### src/rtl/ttl_counter_pkg.sv
// ttl_counter_pkg: shared direction constants, width limits and all-ones TOP helper for the TTL counters
package ttl_counter_pkg;
  localparam int CNT_MIN_WIDTH = 2;
  localparam int CNT_MAX_WIDTH = 32;
  localparam logic CNT_DOWN = 1'b0;
  localparam logic CNT_UP = 1'b1;
  function automatic logic [CNT_MAX_WIDTH-1:0] cnt_all_ones(input int w);
    logic [CNT_MAX_WIDTH-1:0] r;
    r = '1;
    return r >> (CNT_MAX_WIDTH - w);
  endfunction
endpackage

### src/rtl/ttl_tc_detect.sv
// ttl_tc_detect: terminal-condition compare shared by next-state and TC_n so both always agree
module ttl_tc_detect
  import ttl_counter_pkg::*;
#(
  parameter int DATA_WIDTH = 8
) (
  input  logic [DATA_WIDTH-1:0] q,
  input  logic                  u_d,
  input  logic [DATA_WIDTH-1:0] top,
  output logic                  at_term
);
  assign at_term = (u_d == CNT_UP) ? (q >= top) : (q == '0);
endmodule

### src/rtl/ttl_updown_counter.sv
// ttl_updown_counter: cascadable up/down counter with async MR, gated TC_n and registered WRAP
// Define TTL_CNT_MODULO_EN to add the M port and count modulo M+1.
module ttl_updown_counter
  import ttl_counter_pkg::*;
#(
  parameter int DATA_WIDTH = 8
) (
  input  logic                  clk,
  input  logic                  MR,
  input  logic                  PE_n,
  input  logic                  U_D,
  input  logic                  CEP_n,
  input  logic                  CET_n,
  input  logic [DATA_WIDTH-1:0] P,
`ifdef TTL_CNT_MODULO_EN
  input  logic [DATA_WIDTH-1:0] M,
`endif
  output logic [DATA_WIDTH-1:0] Q,
  output logic                  TC_n,
  output logic                  WRAP
);
  localparam logic [DATA_WIDTH-1:0] ALL_ONES = DATA_WIDTH'(cnt_all_ones(DATA_WIDTH));
  if (DATA_WIDTH < CNT_MIN_WIDTH || DATA_WIDTH > CNT_MAX_WIDTH) begin : g_bad_width
    $error("ttl_updown_counter: DATA_WIDTH out of range");
  end
  logic [DATA_WIDTH-1:0] top, q_nxt;
  logic at_term, cnt_en;
`ifdef TTL_CNT_MODULO_EN
  assign top = M;
`else
  assign top = ALL_ONES;
`endif
  ttl_tc_detect #(.DATA_WIDTH(DATA_WIDTH)) u_tc (
    .q(Q), .u_d(U_D), .top(top), .at_term(at_term)
  );
  assign cnt_en = !CEP_n && !CET_n;
  assign q_nxt = (U_D == CNT_UP) ? (at_term ? '0 : Q + 1'b1) : (at_term ? top : Q - 1'b1);
  assign TC_n = !(!CET_n && at_term);
  always_ff @(posedge clk or posedge MR) begin
    if (MR) begin
      Q <= '0;
      WRAP <= 1'b0;
    end else if (!PE_n) begin
      Q <= P;
      WRAP <= 1'b0;
    end else begin
      Q <= cnt_en ? q_nxt : Q;
      WRAP <= cnt_en && at_term;
    end
  end
endmodule

### config.mk
export PLATFORM = sky130hd
export DESIGN_NAME = ttl_updown_counter
export DESIGN_NICKNAME = d
export VERILOG_FILES = /design/src/rtl/ttl_counter_pkg.sv /design/src/rtl/ttl_tc_detect.sv /design/src/rtl/ttl_updown_counter.sv
export SDC_FILE = /design/constraint.sdc
export NUM_CORES = 1
export LEC_CHECK = 0
export CAP_MARGIN = 15
export CORE_MARGIN = 3
export CORE_UTILIZATION = 36
export DETAILED_ROUTE_END_ITERATION = 12
export PLACE_DENSITY = 0.73
export SETUP_SLACK_MARGIN = 0.3
export SLEW_MARGIN = 20
export SYNTH_ARGS = -nofsm -noshare
export SYNTH_HDL_FRONTEND = slang
export SYNTH_HIERARCHICAL = 1
export SYNTH_SLANG_ARGS = --single-unit
### constraint.sdc
create_clock -name clk -period 2.2 [get_ports clk]
set_input_delay 0.22 -clock clk [delete_from_list [all_inputs] [get_ports clk]]
set_output_delay 0.22 -clock clk [all_outputs]
set_load 0.01 [all_outputs]
Word-level counts from Yosys, hierarchy flattened
Index checks and enable logic that the tools add are counted.

storage, ports and cells
  bits in registers = 9
  bits of input ports = 14
  output and inout port bits = 10
  logic and storage cells = 20

cells by class
  add/sub/neg operators = 2
  order comparisons = 1
  eq/ne operators = 1
  multiplexer cells = 7
  reductions and logical operators = 7

operators with widths
  cell                                               number
  two-way mux 8 bit                                  5
  adder 8 x 1 -> 8 bit (second input constant)       1
  >= comparator 8 bit (second input constant)        1
  zero test 8 bit                                    1
  subtractor 8 x 1 -> 8 bit (second input constant)  1
  logical AND 1 bit                                  3
  zero test 1 bit                                    3
  two-way mux 1 bit                                  2
  != test 2 x 1 -> 1 bit (second input constant)     1

Longest topological paths before layout
Gate-level depths: netlist of the first run.

  depth in word-level cells = 6
  depth in mapped cells = 10
  gate-level depth less buffers = 10

Modules after synthesis
Netlist of the first run, hierarchy kept.

modules (own cells, without submodules)
  module              instances  cells an instance  area an instance (um^2)  sequential area each (um^2)
  ttl_updown_counter  1          99                 817.0                    225.2
  ttl_tc_detect       1          33                 221.5                    0.0

Least setup slack after synthesis of the first run
Ideal clock, no wire load.

  path kind = register to register
  from = reg Q[1]
  to = reg Q[7]
  arrival = 2.261 ns
  path slack = -0.139 ns
  cell stages (with the launch flop) = 10
  path buffers = 0
  period minus slack after synthesis = 2.339 ns
  cell sequence = dfrtp_1 ha_1 o21ai_0 a21oi_1 o31ai_1 a21oi_1 or3b_2 o311ai_0 nor3b_1 o2bb2ai_1

between the ends
  word-level cells in the longest chain between the ends = 6
  elaborated cells on any way between the ends = 10
  those cells by class = add/sub: 2; order compare: 1; mux: 6; reduce/logical: 1

ends and longest elaborated chain
  what                                                    RTL line                  source
  from (decl)                                             ttl_updown_counter.sv:18  output logic [DATA_WIDTH-1:0] Q,
  from (signal assigned)                                  ttl_updown_counter.sv:47  Q <= cnt_en ? q_nxt : Q;
  >= comparator 8 bit or zero test 8 bit (tied branches)  ttl_tc_detect.sv:12       assign at_term = (u_d == CNT_UP) ? (q >= top) : (q == '0);
  two-way mux 1 bit (*)                                   ttl_tc_detect.sv:12
  net at_term                                             ttl_updown_counter.sv:27  logic at_term, cnt_en;
  two-way mux 8 bit                                       ttl_updown_counter.sv:37  assign q_nxt = (U_D == CNT_UP) ? (at_term ? '0 : Q + 1'b1) : (at_term ? top : Q - 1'b1);
  two-way mux 8 bit (*)                                   ttl_updown_counter.sv:37
  two-way mux 8 bit (*)                                   ttl_updown_counter.sv:47
  two-way mux 8 bit (*)                                   ttl_updown_counter.sv:43  end else if (!PE_n) begin

Mark *: on every way through the listed nets, which the timed path passes. The rest lies on a longest branch. The select of a mux whose other input is x is not followed.
A chain may end at the register's enable or synchronous reset.

Worst setup path in the final report of the first run
  from = reg Q[0]
  to = reg Q[7]

The elaborated chain is that of the path after synthesis.

==> results.tsv, run 1 <==
metric	value	unit
critical_path.max_fanout	4	
path_class	reg2reg	
grt_max_degree	18	
dr.max_layer_used	met4	
cts_hold_buf	0	
slowest_delay	0.41	ns
r2r_start	Q[0]$_DFFE_PP0P_	
core	2610	µm²
antenna_left	0	
worst_slack	0.0893	ns
avgSynthCellArea	7.87	µm²
final_common_cell	clkdlybuf4s50_1	
cts_made_buffers	3	
post-dp-hpwl	2.44	mm
synthDistinctLibCells	47	
finalHoldViolCount	0	
dp.cells	202	
finalNetCount	207	
whs	0.202	ns
layout_common_cells	clkdlybuf4s50_1 (22), buf_4 (19), inv_1 (12)	
drc	0	
period_share	0.959	
finalSetupViolations	0	
clk_pin_slew	0.06	ns
place_area	1450	µm²
grt_pass1_wl	5.36	mm
outcome	completed	
cts_buffer_depth	2	
synth_seq_cells	9	
reg2regPathDepth	10	
ios	24	
drv_slew	0	
final_layout_size_suffix_gt1_frac	0.346	
fill_cells	222	
cts-htree-levels	1	
routed-wl-met3	296	µm
rrSetupSlack	0.09	ns
fin_crit	2.11	ns
fin_cells	212	
grt_pass1_vias	1139	
cap_violations	0	
die_h	59.7	µm
cp.arrival	2.30	ns
fmax	0.474	GHz
clock_latency	0.27	ns
synth_edf_count	0	
power_density	636	nW/µm²
cp-end-kind	flip-flop	
diodes	0	
async_reset_ff_frac	1.00	
antenna_found_initial	0	
synth.yosys.seq_area_share	0.217	
fp-row-count	18	
routabilityCongestion	0.975	
drt_iter0_drc	33	
worstSetupStartpointType	flip-flop	
firstDrtPassIters	4	
power.static_leakage	0.000731	µW
final_cell_area	1700	µm²
fin_total_pwr	1080	µW
cp_slowest_cell	dfrtp_2	
drt-met1-wl	1.42	mm
hold_class	in2async	
crit_start	Q[0]$_DFFE_PP0P_	
skew	0.00607	ns
viasPerCell	5.88	
worst_r2r_endpoint	Q[7]$_DFFE_PP0P_	
synth_cells	132	
initial_core_util	0.398	
vias	1246	
die_w	59.7	µm
worstPathCellList	inv_2 > ha_4 > nor2_4 > a21oi_2 > o31ai_4 > a21oi_4 > or3b_4 > o311ai_2 > nor3b_1 > o2bb2ai_1	
synth_area	1040	µm²
ir_worst_vdd	0.387	mV
clk_root_buffer_cell	clkbuf_4	
ys_warn_count	6	
rsz0062_at_grt	true	
overflow	0	
post_drt_wl_per_cell	16.1	µm
area_growth	63.4	%
track_usage	0.198	
synthFlopType	dfrtp_1	
place_ws	-0.281	ns
cts_tree	yes	
routed_wl	3.42	mm
io_buffer_count	23	
die_area	3570	µm²
wl_met2	1.69	mm
cp_data_required_time	2.39	ns
clkSinkCount	9	
[cell type report]
cell class / count / area [µm²] / area share
clock buffer: 3 / 22.5 / 0.0133
sequential: 9 / 230 / 0.136
timing repair buffer: 45 / 402 / 0.237
tap: 30 / 37.5 / 0.0221
inverter: 14 / 52.6 / 0.0310
clock inverter: 1 / 5.00 / 0.00295
multi-input combinational: 110 / 947 / 0.558
[report_power, final]
part           internal, µW  total [µW]  switching [µW]
Clock                  67.1         128            60.8
Sequential              200         232            32.4
Combinational           340         719             379
[stage by stage]
stage                     TNS (ns)  utilization
after detailed placement     -1.23        0.554
after floorplan                  0            -
after CTS                        0        0.621
final                            0        0.649
after global routing             0        0.649
after global placement      -0.703        0.554
[how the worst max path moves through the flow]
stage	depth (start not counted)	slack [ns]	endpoint
detailed placement	10	-0.28	Q[7]$_DFFE_PP0P_
global placement	10	-0.24	Q[7]$_DFFE_PP0P_
CTS	10	0.10	Q[7]$_DFFE_PP0P_
finish	10	0.09	Q[7]$_DFFE_PP0P_
floorplan	9	0.02	Q[7]$_DFFE_PP0P_
global route	10	0.01	Q[5]$_DFFE_PP0P_
[worst max-delay path: cells and delay by family, from the launching register on]
kind / cells / cell delay, ns
simple gates: 3 / 0.55
buf+inv: 1 / 0.07
fa+ha+maj: 1 / 0.19
flops: 1 / 0.41
compound gates: 5 / 0.81
[cell usage after synthesis, types with 2 or more instances]
cell type / count / area, µm²
nor4_1: 2 / 12.5
o211ai_1: 3 / 22.5
inv_1: 14 / 52.6
nor4_2: 2 / 25.0
nand2b_1: 2 / 12.5
clkbuf_1: 3 / 11.3
o311ai_0: 2 / 17.5
nor3b_1: 2 / 15.0
nor2b_1: 4 / 25.0
xnor2_1: 3 / 26.3
nor3_1: 5 / 25.0
a21oi_1: 7 / 35.0
nand2_1: 6 / 22.5
nor2_1: 9 / 33.8
a31oi_1: 3 / 18.8
a41oi_1: 2 / 17.5
o21a_1: 2 / 15.0
nand3_1: 3 / 15.0
o21ai_0: 10 / 50.1
or3_1: 2 / 12.5
a22o_1: 2 / 17.5
o31ai_1: 2 / 15.0
dfrtp_1: 9 / 225
ha_1: 10 / 125
[cells by family after synthesis]
group / Yosys count / share of synthesized area
mux: 1 / 0.00964
compound gates: 44 / 0.296
other cells: 1 / 0.00361
flops: 9 / 0.217
buf+inv: 20 / 0.0807
xor+xnor: 3 / 0.0253
simple gates: 44 / 0.247
fa+ha+maj: 10 / 0.120
[routing by layer]
metal / vias to the layer above / track usage
met5: - / 0
met4: 0 / 0.0443
met3: 2 / 0.0259
met2: 71 / 0.324
met1: 586 / 0.275
li1: 587 / -
[repair_timing]
action,in CTS,in global routing
gates resized for setup,28,12
pin swaps,19,9
buffers inserted,5,1
endpoints found under the setup margin,10,9
[state kept, by name, summed over array words and instances (netlist names)]
register	count
WRAP	1
Q	8
Note: power is estimated with default switching activity, not from simulation.
==> run 2, diff against run 1 <==
Settings changed: CAP_MARGIN 15 to default.
==> results of run 2 <==
No change in the layout: final DEF, timing and power equal those of run 1.
==> run 3, diff against run 2 <==
Settings changed: ABC_AREA from default to 0.
==> results of run 3 <==
No change in the layout: final DEF, timing and power equal those of run 1.
